## config.mk

```make
export PLATFORM = sky130hd
export DESIGN_NAME = ascii_bus_decoder
export DESIGN_NICKNAME = d
export VERILOG_FILES = /design/src/rtl/ascii_bus_decoder.sv
export SDC_FILE = /design/constraint.sdc
export NUM_CORES = 1
export LEC_CHECK = 0
export CORE_MARGIN = 4
export CORE_UTILIZATION = 54
export DETAILED_ROUTE_END_ITERATION = 10
export HOLD_SLACK_MARGIN = 0.15
export PLACE_DENSITY = 0.77
export SETUP_SLACK_MARGIN = 0.02
export SLEW_MARGIN = 20
export SYNTH_ARGS = -nofsm -noshare
export SYNTH_HDL_FRONTEND = slang
export SYNTH_SLANG_ARGS = --single-unit
```

## constraint.sdc

```tcl
create_clock -name clk -period 3 [get_ports clk]
set_input_delay 0.6 -clock clk [delete_from_list [all_inputs] [get_ports clk]]
set_output_delay 0.6 -clock clk [all_outputs]
set_load 0.005 [all_outputs]
```

## src/rtl/ascii_bus_decoder.sv

```systemverilog
// ascii_bus_decoder
//   Receive-side bridge from the UART receiver to the daisy-chained bus cores.
//   Parses ASCII request messages and emits one single-cycle bus transaction
//   for each well-formed message. Malformed messages are dropped silently.
//
//   Message formats (hex digits are MSB first, 0-9 / A-F / a-f):
//     'R' <ADDR_DIGITS hex> <CR|LF>                  -> read
//     'W' <ADDR_DIGITS hex> <DATA_DIGITS hex> <CR|LF>  -> write
//   An 'R' or 'W' in the middle of a message abandons it and starts a new one.
//
//   Ports:
//     clk          system clock, rising edge
//     rst          asynchronous active-high reset
//     data_i[7:0]  received ASCII byte
//     valid_i      data_i qualifier, one byte consumed per cycle when high
//     addr_o       bus address (4*ADDR_DIGITS bits)
//     wdata_o      bus write data (4*DATA_DIGITS bits), held across reads
//     rw_o         1 = write, 0 = read
//     valid_o      single-cycle transaction strobe
//     err_count_o  [15:0] saturating discard counter, only present when
//                  ASCII_BUS_DECODER_ERR_COUNT_EN is defined
module ascii_bus_decoder #(
    parameter int unsigned ADDR_DIGITS = 4,
    parameter int unsigned DATA_DIGITS = 4
) (
    input  logic                       clk,
    input  logic                       rst,
    input  logic [7:0]                 data_i,
    input  logic                       valid_i,
    output logic [4*ADDR_DIGITS-1:0]   addr_o,
    output logic [4*DATA_DIGITS-1:0]   wdata_o,
    output logic                       rw_o,
    output logic                       valid_o
`ifdef ASCII_BUS_DECODER_ERR_COUNT_EN
    ,
    output logic [15:0]                err_count_o
`endif
);

    localparam int unsigned AW  = 4 * ADDR_DIGITS;
    localparam int unsigned DW  = 4 * DATA_DIGITS;
    localparam int unsigned TOT = ADDR_DIGITS + DATA_DIGITS;
    localparam int unsigned CW  = $clog2(TOT + 1);

    localparam logic [CW-1:0] CNT_ADDR = CW'(ADDR_DIGITS);
    localparam logic [CW-1:0] CNT_FULL = CW'(TOT);

    localparam logic [7:0] CH_R  = 8'h52;
    localparam logic [7:0] CH_W  = 8'h57;
    localparam logic [7:0] CH_CR = 8'h0D;
    localparam logic [7:0] CH_LF = 8'h0A;

    typedef enum logic [1:0] {
        IDLE,
        READ,
        WRITE
    } state_t;

    state_t          state_q, state_d;
    logic [CW-1:0]   cnt_q, cnt_d;
    logic [AW-1:0]   addr_sh_q, addr_sh_d;
    logic [DW-1:0]   data_sh_q, data_sh_d;

    logic [AW-1:0]   addr_q;
    logic [DW-1:0]   wdata_q;
    logic            rw_q;
    logic            valid_q;

    logic            commit;
    logic            discard;

    // Byte classification
    logic            is_hex;
    logic [3:0]      nib;
    logic [7:0]      hex_tmp;
    logic            is_term;
    logic            is_r;
    logic            is_w;
    logic            full;

    always_comb begin
        is_hex  = 1'b0;
        hex_tmp = '0;
        if (data_i >= 8'h30 && data_i <= 8'h39) begin
            is_hex  = 1'b1;
            hex_tmp = data_i - 8'h30;
        end else if (data_i >= 8'h41 && data_i <= 8'h46) begin
            is_hex  = 1'b1;
            hex_tmp = data_i - 8'h37;
        end else if (data_i >= 8'h61 && data_i <= 8'h66) begin
            is_hex  = 1'b1;
            hex_tmp = data_i - 8'h57;
        end
        nib     = hex_tmp[3:0];
        is_term = (data_i == CH_CR) || (data_i == CH_LF);
        is_r    = (data_i == CH_R);
        is_w    = (data_i == CH_W);
        full    = (state_q == WRITE) ? (cnt_q == CNT_FULL) : (cnt_q == CNT_ADDR);
    end

    always_comb begin
        state_d   = state_q;
        cnt_d     = cnt_q;
        addr_sh_d = addr_sh_q;
        data_sh_d = data_sh_q;
        commit    = 1'b0;
        discard   = 1'b0;

        if (valid_i) begin
            if (state_q == IDLE) begin
                // Anything other than a start character is ignored here,
                // which is what makes the LF of a CRLF pair harmless.
                if (is_r) begin
                    state_d = READ;
                    cnt_d   = '0;
                end else if (is_w) begin
                    state_d = WRITE;
                    cnt_d   = '0;
                end
            end else begin
                if (is_r || is_w) begin
                    // Resync: restart on the new start character.
                    discard = 1'b1;
                    state_d = is_r ? READ : WRITE;
                    cnt_d   = '0;
                end else if (is_term) begin
                    state_d = IDLE;
                    if (full) begin
                        commit = 1'b1;
                    end else begin
                        discard = 1'b1;
                    end
                end else if (is_hex && !full) begin
                    cnt_d = cnt_q + CW'(1);
                    // A full read/write always shifts in every digit, so
                    // stale contents from older messages are pushed out.
                    if (cnt_q < CNT_ADDR) begin
                        addr_sh_d = (addr_sh_q << 4) | AW'(nib);
                    end else begin
                        data_sh_d = (data_sh_q << 4) | DW'(nib);
                    end
                end else begin
                    discard = 1'b1;
                    state_d = IDLE;
                end
            end
        end
    end

    always_ff @(posedge clk or posedge rst) begin
        if (rst) begin
            state_q   <= IDLE;
            cnt_q     <= '0;
            addr_sh_q <= '0;
            data_sh_q <= '0;
            addr_q    <= '0;
            wdata_q   <= '0;
            rw_q      <= 1'b0;
            valid_q   <= 1'b0;
        end else begin
            state_q   <= state_d;
            cnt_q     <= cnt_d;
            addr_sh_q <= addr_sh_d;
            data_sh_q <= data_sh_d;
            valid_q   <= commit;
            if (commit) begin
                addr_q <= addr_sh_q;
                rw_q   <= (state_q == WRITE);
                if (state_q == WRITE) begin
                    wdata_q <= data_sh_q;
                end
            end
        end
    end

    assign addr_o  = addr_q;
    assign wdata_o = wdata_q;
    assign rw_o    = rw_q;
    assign valid_o = valid_q;

`ifdef ASCII_BUS_DECODER_ERR_COUNT_EN
    logic [15:0] err_q;

    always_ff @(posedge clk or posedge rst) begin
        if (rst) begin
            err_q <= '0;
        end else if (discard && (err_q != '1)) begin
            err_q <= err_q + 16'd1;
        end
    end

    assign err_count_o = err_q;
`endif

endmodule

```

Yosys cells after proc, flatten, opt, wreduce, memory -nomap -nowiden

Cells that the tools add are included.

Mux-type cells: 25
Bitwise operators: 6
Equality and inequality tests: 10
$add $sub $neg: 4
Reductions and logical operators: 14
Order comparisons: 7

Operator list:

| kind                  | count |
|---|---|
| $mux W4               | 9 |
| $or A16 B4 Y16        | 2 |
| $eq A8 B4 Y1 const B  | 2 |
| $eq A8 B7 Y1 const B  | 2 |
| $ge A8 B7 Y1 const B  | 2 |
| $le A8 B7 Y1 const B  | 2 |
| $mux W2               | 7 |
| $reduce_and A6 Y1     | 2 |
| $mux W1               | 9 |
| $ge A8 B6 Y1 const B  | 1 |
| $le A8 B6 Y1 const B  | 1 |
| $sub A4 B3 Y4 const B | 2 |
| $add A4 B1 Y4 const B | 1 |
| $eq A4 B3 Y1 const B  | 1 |
| $eq A4 B4 Y1 const B  | 1 |
| $logic_and A1 B1 Y1   | 4 |
| $lt A4 B3 Y1 const B  | 1 |
| $ne A4 B4 Y1 const B  | 1 |
| $not A1 Y1            | 4 |
| $reduce_and A4 Y1     | 1 |
| $sub A4 B1 Y4 const B | 1 |
| $ne A3 B1 Y1 const B  | 1 |
| $ne A3 B3 Y1 const B  | 1 |
| $reduce_and A3 Y1     | 1 |
| 6 further kinds       | 7 |

Register bits after elaboration: 72
Logic and storage cells: 74
Input bits: 11

Longest topological paths before layout

Gate-level depths: netlist of run 1.

Depth after elaboration: 10
Depth in mapped cells: 9
Mapped depth without buffers: 7

Worst setup path before layout of run 1

No wires, ideal clock.

Kind: in2reg
Start: in data_i[3]
End: reg addr_sh_q[0]
Setup time: 0.125 ns
Arrival: 2.916 ns
Stages: 7
Required time: 2.875 ns
Path buffers: 2
Setup slack: -0.041 ns
Cell sequence: or3b_1 -> or4_4 -> a221o_2 -> or4_4 -> buf_6 -> buf_12 -> mux2_4

Cells in the longest elaborated chain, start to end: 7
Elaborated cells between the ends (all ways): 26

RTL lines:

| what                                                | line | source |
|---|---|---|
| start: declaration                                  | 28   | `input logic [7:0] data_i,` |
| $ge A8 B7 Y1 / $le A8 B7 Y1 (equally long branches) | 90   | `end else if (data_i >= 8'h61 && data_i <= 8'h66) begin` |
| $logic_and A1 B1 Y1                                 | 90   |  |
| $mux W1                                             | 90   |  |
| $mux W1                                             | 87   | `end else if (data_i >= 8'h41 && data_i <= 8'h46) begin` |
| $mux W1                                             | 84   | `if (data_i >= 8'h30 && data_i <= 8'h39) begin` |
| $logic_and A1 B1 Y1                                 | 133  | `end else if (is_hex && !full) begin` |
| $reduce_and A6 Y1 (no line)                         | -    |  |
| end signal: assignment                              | 163  | `addr_sh_q <= addr_sh_d;` |
| end: declaration                                    | 61   | `logic [AW-1:0] addr_sh_q, addr_sh_d;` |

Parallel ways exist; a longest one is shown, timed or not.
A chain may end at the register's enable or synchronous reset.

Worst setup path in the final report of run 1

Start: in data_i[2]
End: reg addr_sh_q[15]

Cells in the longest elaborated chain, start to end: 7
Elaborated cells between the ends (all ways): 22

RTL lines:

| what                                                | line |
|---|---|
| $ge A8 B7 Y1 / $le A8 B7 Y1 (equally long branches) | 90 |
| $logic_and A1 B1 Y1                                 | 90 |
| $mux W1                                             | 90 |
| $mux W1                                             | 87 |
| $mux W1                                             | 84 |
| $logic_and A1 B1 Y1                                 | 133 |
| $reduce_and A6 Y1 (no line) *                       | - |

Mark *: on every way between the ends. The rest lies on a longest branch, timed or not.

==> results of run 1 <==
per-stage QoR:
step / hold slack, ns / total power [uW]
2_1_floorplan: 0.474 / 1040
6_report: 0.498 / 1790
3_5_place_dp: 0.488 / 1090
5_1_grt: 0.520 / 1860
3_3_place_gp: 0.457 / 1090
4_1_cts: 0.505 / 1810
layout by cell type, fill, tap and decap left out, types with 4 or more instances in the layout:
cell type and count:
dfrtp_1 72, mux2_2 57, nand2_1 11, dlygate4sd2_1 5, clkdlybuf4s50_1 39, inv_1 4
nand4_1 4, buf_4 25, ha_1 6, mux2_4 10, clkbuf_8 9
final cells by class:
type                       instances  area [um2]
sequential                        72        1800
multi-input combinational        136        1310
inverter                           6        22.5
clock buffer                       9         124
timing repair buffer              71         662
fill                             404        1540
clock inverter                     6        61.3
tap                               72        90.1
state kept, by name, summed over array words and instances, names as in the netlist:
name and flops:
state_q 2, cnt_q 4, valid_o 1, addr_o 16
addr_sh_q 16, rw_o 1, data_sh_q 16, wdata_o 16
power breakdown:
group          internal [uW]  switching (uW)  leakage [uW]
Clock                    376             344     0.0000948
Combinational           42.4            51.4      0.000943
Sequential               973            3.45      0.000997
final timing paths:
check | startpoint | end | slack (ns) | depth (start not counted)
setup / recovery | data_i[2] | addr_sh_q[15] | 0.09 | 6
hold / removal | rw_o | rw_o | 0.50 | 1
setup reg to reg | state_q[1] | addr_sh_q[15] | 0.64 | 5
hold reg to reg | rw_o | rw_o | 0.50 | 1
max in group asynchronous | rst | addr_sh_q[10] | 1.65 | 3
min in group asynchronous | rst | wdata_o[12] | 0.62 | 2
routing by layer:
metal  up-vias  GRT usage, %
li1        968             -
met1      1048          23.7
met2        46          30.0
met3        10          3.43
met4         0          7.34
met5         -             0
timing repair:
action | CTS | global route
resized for setup | 9 | 0
setup endpoints to repair | 21 | 8
pin swaps | 3 | 1
gates cloned | 1 | 0
logic make-up after synthesis:
group                      synth area share (%)
adders and majority gates                  2.37
muxes                                      25.6
DFF                                        56.8
and+or+nand+nor                            7.57
buffers and inverters                      2.64
AOI/OAI and AO/OA                          5.05
worst max-delay path: cells and delay by family:
kind | cells | cell delay (ns)
AND/OR/NAND/NOR | 3 | 1.30
buffers and inverters | 1 | 0.49
AO/OA/AOI/OAI | 1 | 0.42
multiplexers | 1 | 0.33
==> metrics, run 1 <==
area leader, netlist dfrtp_1; Die Width 84.7 um; TritonCTS Buffers 9; Post-synth EDFFs 0; Final Setup Violations 0; Initial Util 56.6%; crit path DAT 3.14 ns; highest-delay cell along the critical path or4_4; M1 WL 2.61 mm; Max stage delay on crit path 0.60 ns; synthesized cell area 3170 um2; Power Dens Cells 440 nW/um2; Synth-to-Final Area Change 28.2%; clock root cell clkbuf_8; GRT overflow 0; Setup WS post-layout 0.0852 ns; antenna-violating nets left 0; Slew headroom 63.9%; most common cell in the netlist dfrtp_1; Gate Count Post-Synth between 200 and 250; Die ar. 7170 um2; cts-stage hold buffer count 0; Via Count slightly above 2000; Util after Layout 72.5%; Setup Fix Bufs, Post-CTS 0; initial antenna violation count 0; layout cells sized above 1 40.7%; MaxCap Viol Count 0; Slew Limit Fails 0; fmax 0.343 GHz; Total GRT Usage 18.2%; nets 313; max layer used met4; largest net degree at the start of global routing 27; worst-margin pin slew 0.541 ns; Worst EP required 3.23 ns; maximum vdd drop 231 uV; crit end category flip-flop; Clock Sinks 72; top post-synthesis cells by area dfrtp_1, mux2_2, mux2_4; Starting DRT DRC Count 64; synthesized area per cell 14.4 um2; Synth cell types 42; placed cell count around 360; H-tree levels 3; min cycle time layout 2.91 ns; metal3 WL between 200 and 250 um; period utilization 97.2%; CTS tree built; I/O Buffers 44; RSZ-0062 raised after global routing false; Worst Skew slightly above 0.01 ns; Leakage Power 0.00204 uW; Synth top cells by count dfrtp_1, mux2_2, nand2_1; final instance area 4070 um2; met2 wire length 3.06 mm; WL final 6.02 mm; GP Congestion 0.868; Diodes inserted 0; CORE AREA 5610 um2; I/O pins 45; placed cell area about 3900 um2; top cell type's share of synthesized area 56.8%; CP Cell Sequence clkdlybuf4s50_1 -> and3_4 -> or4_4 -> a221o_2 -> or4_4 -> mux2_4; top_reg_cell synth dfrtp_1; critical-path maximum fanout 8; first-pass GRT wire length 10.3 mm; Die H 84.7 um; vias per cell 5.57; first-pass detailed-route iteration total 4; status finished, final reports clean; syn_nets 237; post-synthesis sequential area ratio 56.8%; Setup TNS 0 ns; Post-Place Worst Slack -0.431 ns; clk buf depth 2; HPWL after DPL between 4 and 5 mm; FP Rows 27; clock slew at reported path FFs 0.08 ns; latest clock arrival within the worst-skew pair 0.34 ns; DRC 0; Setup Crit Path Kind primary input to flip-flop; final hold violations 0; Synth async-reset ratio 100%; yosys warns 0; vias in the first global route ~2100; Final Non-Filler Cells 372; Hold Path Class flip-flop to flip-flop; wire per inst around 16 um; Crit path top cell by count or4_4; crit path launch type primary input; FF+latch count, synth 72
No activity file was read; power rests on OpenSTA's default activity.
==> inputs of run 2 (changes only) <==
--- a/config.mk
+++ b/config.mk
@@ -10,7 +10,9 @@
 export DETAILED_ROUTE_END_ITERATION = 10
 export HOLD_SLACK_MARGIN = 0.15
 export PLACE_DENSITY = 0.77
+export REMOVE_ABC_BUFFERS = 1
 export SETUP_SLACK_MARGIN = 0.02
+export SKIP_CTS_REPAIR_TIMING = 1
 export SLEW_MARGIN = 20
 export SYNTH_ARGS = -nofsm -noshare
 export SYNTH_HDL_FRONTEND = slang
==> run 2 against run 1 <==
Die area unchanged. First-iteration DRC count up 52%. Wire length down 4.5%.
==> metrics, run 2 (same netlist as run 1, synthesis figures left out) <==
status finished, final reports clean; worst-margin pin slew 0.542 ns; WL final 5.75 mm; initial antenna violation count 0; hold path depth 1; Worst EP required about 3.2 ns; R2R setup slack approximately 0.55 ns; TritonCTS Buffers 9; Starting DRT DRC Count 97; layout cells sized above 1 41.1%; metal3 WL ~250 um; met2 wire length 2.73 mm; Setup Crit Path Kind primary input to flip-flop; Worst Skew 0.00931 ns; period utilization 97.3%; r2r endpoint addr_sh_q[1]; HPWL after DPL roughly 4 mm; crit end category flip-flop; wire per inst between 15 and 20 um; Die H 84.7 um; R2R Path Start state_q[0]; GP Congestion 0.831; crit path DAT 3.14 ns; Hold Path Class flip-flop to flip-flop; Setup TNS 0 ns; Total GRT Usage 17.2%; total power 1840 uW; Power Dens Cells 449 nW/um2; vias per cell 5.36; GRT overflow 0; first-pass GRT wire length 9.76 mm; Leakage Power 0.00207 uW; hold path startpoint rw_o; critical-path maximum fanout 8; Final Non-Filler Cells ~370; Initial Util 56.6%; final hold violations 0; Hold Path Sink rw_o; max layer used met4; Slew Limit Fails 0; MaxCap Viol Count 0; clk buf depth 2; CTS tree built; fmax 0.343 GHz; Slew headroom 63.5%; antenna-violating nets left 0; final hold slack 0.487 ns; Via Count 1989; commonest non-fill, non-tap cells in the layout dfrtp_1, mux2_2, clkdlybuf4s50_1; Die ar. 7170 um2; DRC 0; vias in the first global route 2066; Diodes inserted 0; filler cell count about 410; clock root cell clkbuf_8; RSZ-0062 raised after global routing false; nets 311; maximum vdd drop 251 uV; Clock Sinks 72; placed cell count 354; first-pass detailed-route iteration total 4; largest net degree at the start of global routing 50; most common cell after layout, fill and taps aside dfrtp_1; I/O pins between 40 and 50; Die Width about 85 um; Synth-to-Final Area Change 29.3%; crit path launch type primary input; clock slew at reported path FFs about 0.080 ns; Final Setup Violations 0; M1 WL 2.69 mm; FP Rows 27; CORE AREA between 5000 and 6000 um2; I/O Buffers 44; min cycle time layout 2.92 ns; H-tree levels 3; Worst Reg-to-Reg Cells 5; latest clock arrival within the worst-skew pair around 0.34 ns
## run 2: changes by cell type in the layout (fill, tap and decap cells not counted), sizes merged
cell          previous run  this run
buf                     27        25
clkbuf                   9        10
clkinv                   4         2
clkinvlp                 1         2
dlygate4sd2              5         0
dlymetal6s2s             0         5
inv                      6         7
## run 2: worst max-delay path by stage
stage,startpoint,endpoint,slack [ns],cells after the start
finish,data_i[2],addr_sh_q[1],0.08,6
floorplan,data_i[0],wdata_o[0],-0.44,7
global placement,data_i[0],addr_sh_q[7],-0.38,8
global route,data_i[2],addr_sh_q[1],0.05,6
CTS,data_i[0],addr_sh_q[1],-0.06,8
detailed placement,data_i[0],addr_sh_q[3],-0.42,8
## run 2: final cells by class
type	instances	area [um2]	share of cell area, %
clock buffer	10	138	3.35
timing repair buffer	69	678	16.5
tap	72	90.1	2.20
inverter	6	22.5	0.549
sequential	72	1800	43.9
multi-input combinational	136	1310	31.8
clock inverter	6	67.6	1.65
## run 2: critical path: stages
cell	delay [ns]
clkdlybuf4s50_1	0.46
and3_1	0.18
or4_4	0.51
a221o_2	0.38
or4_4	0.66
mux2_4	0.34
## run 2: where the power goes
part           leakage, uW  internal, uW  switching [uW]
registers         0.000997           973            3.29
logic             0.000975          43.9            50.4
clock network    0.0000989           409             365
## run 2: per-stage QoR
step / setup slack, ns / cell area, um2 / util, %
after CTS: -0.0596 / 4070 / 72.6
after floorplan: -0.437 / 3110 / -
after global routing: 0.0477 / 4100 / 73.2
final: 0.0805 / 4100 / 73.2
after global placement: -0.380 / 3870 / 69.0
after detailed placement: -0.420 / 3870 / 69.0
## run 2: layer usage
metal	GRT usage [%]	vias to the layer above
met4	5.61	0
met5	0	-
li1	-	960
met2	26.8	43
met1	23.0	975
met3	5.30	11
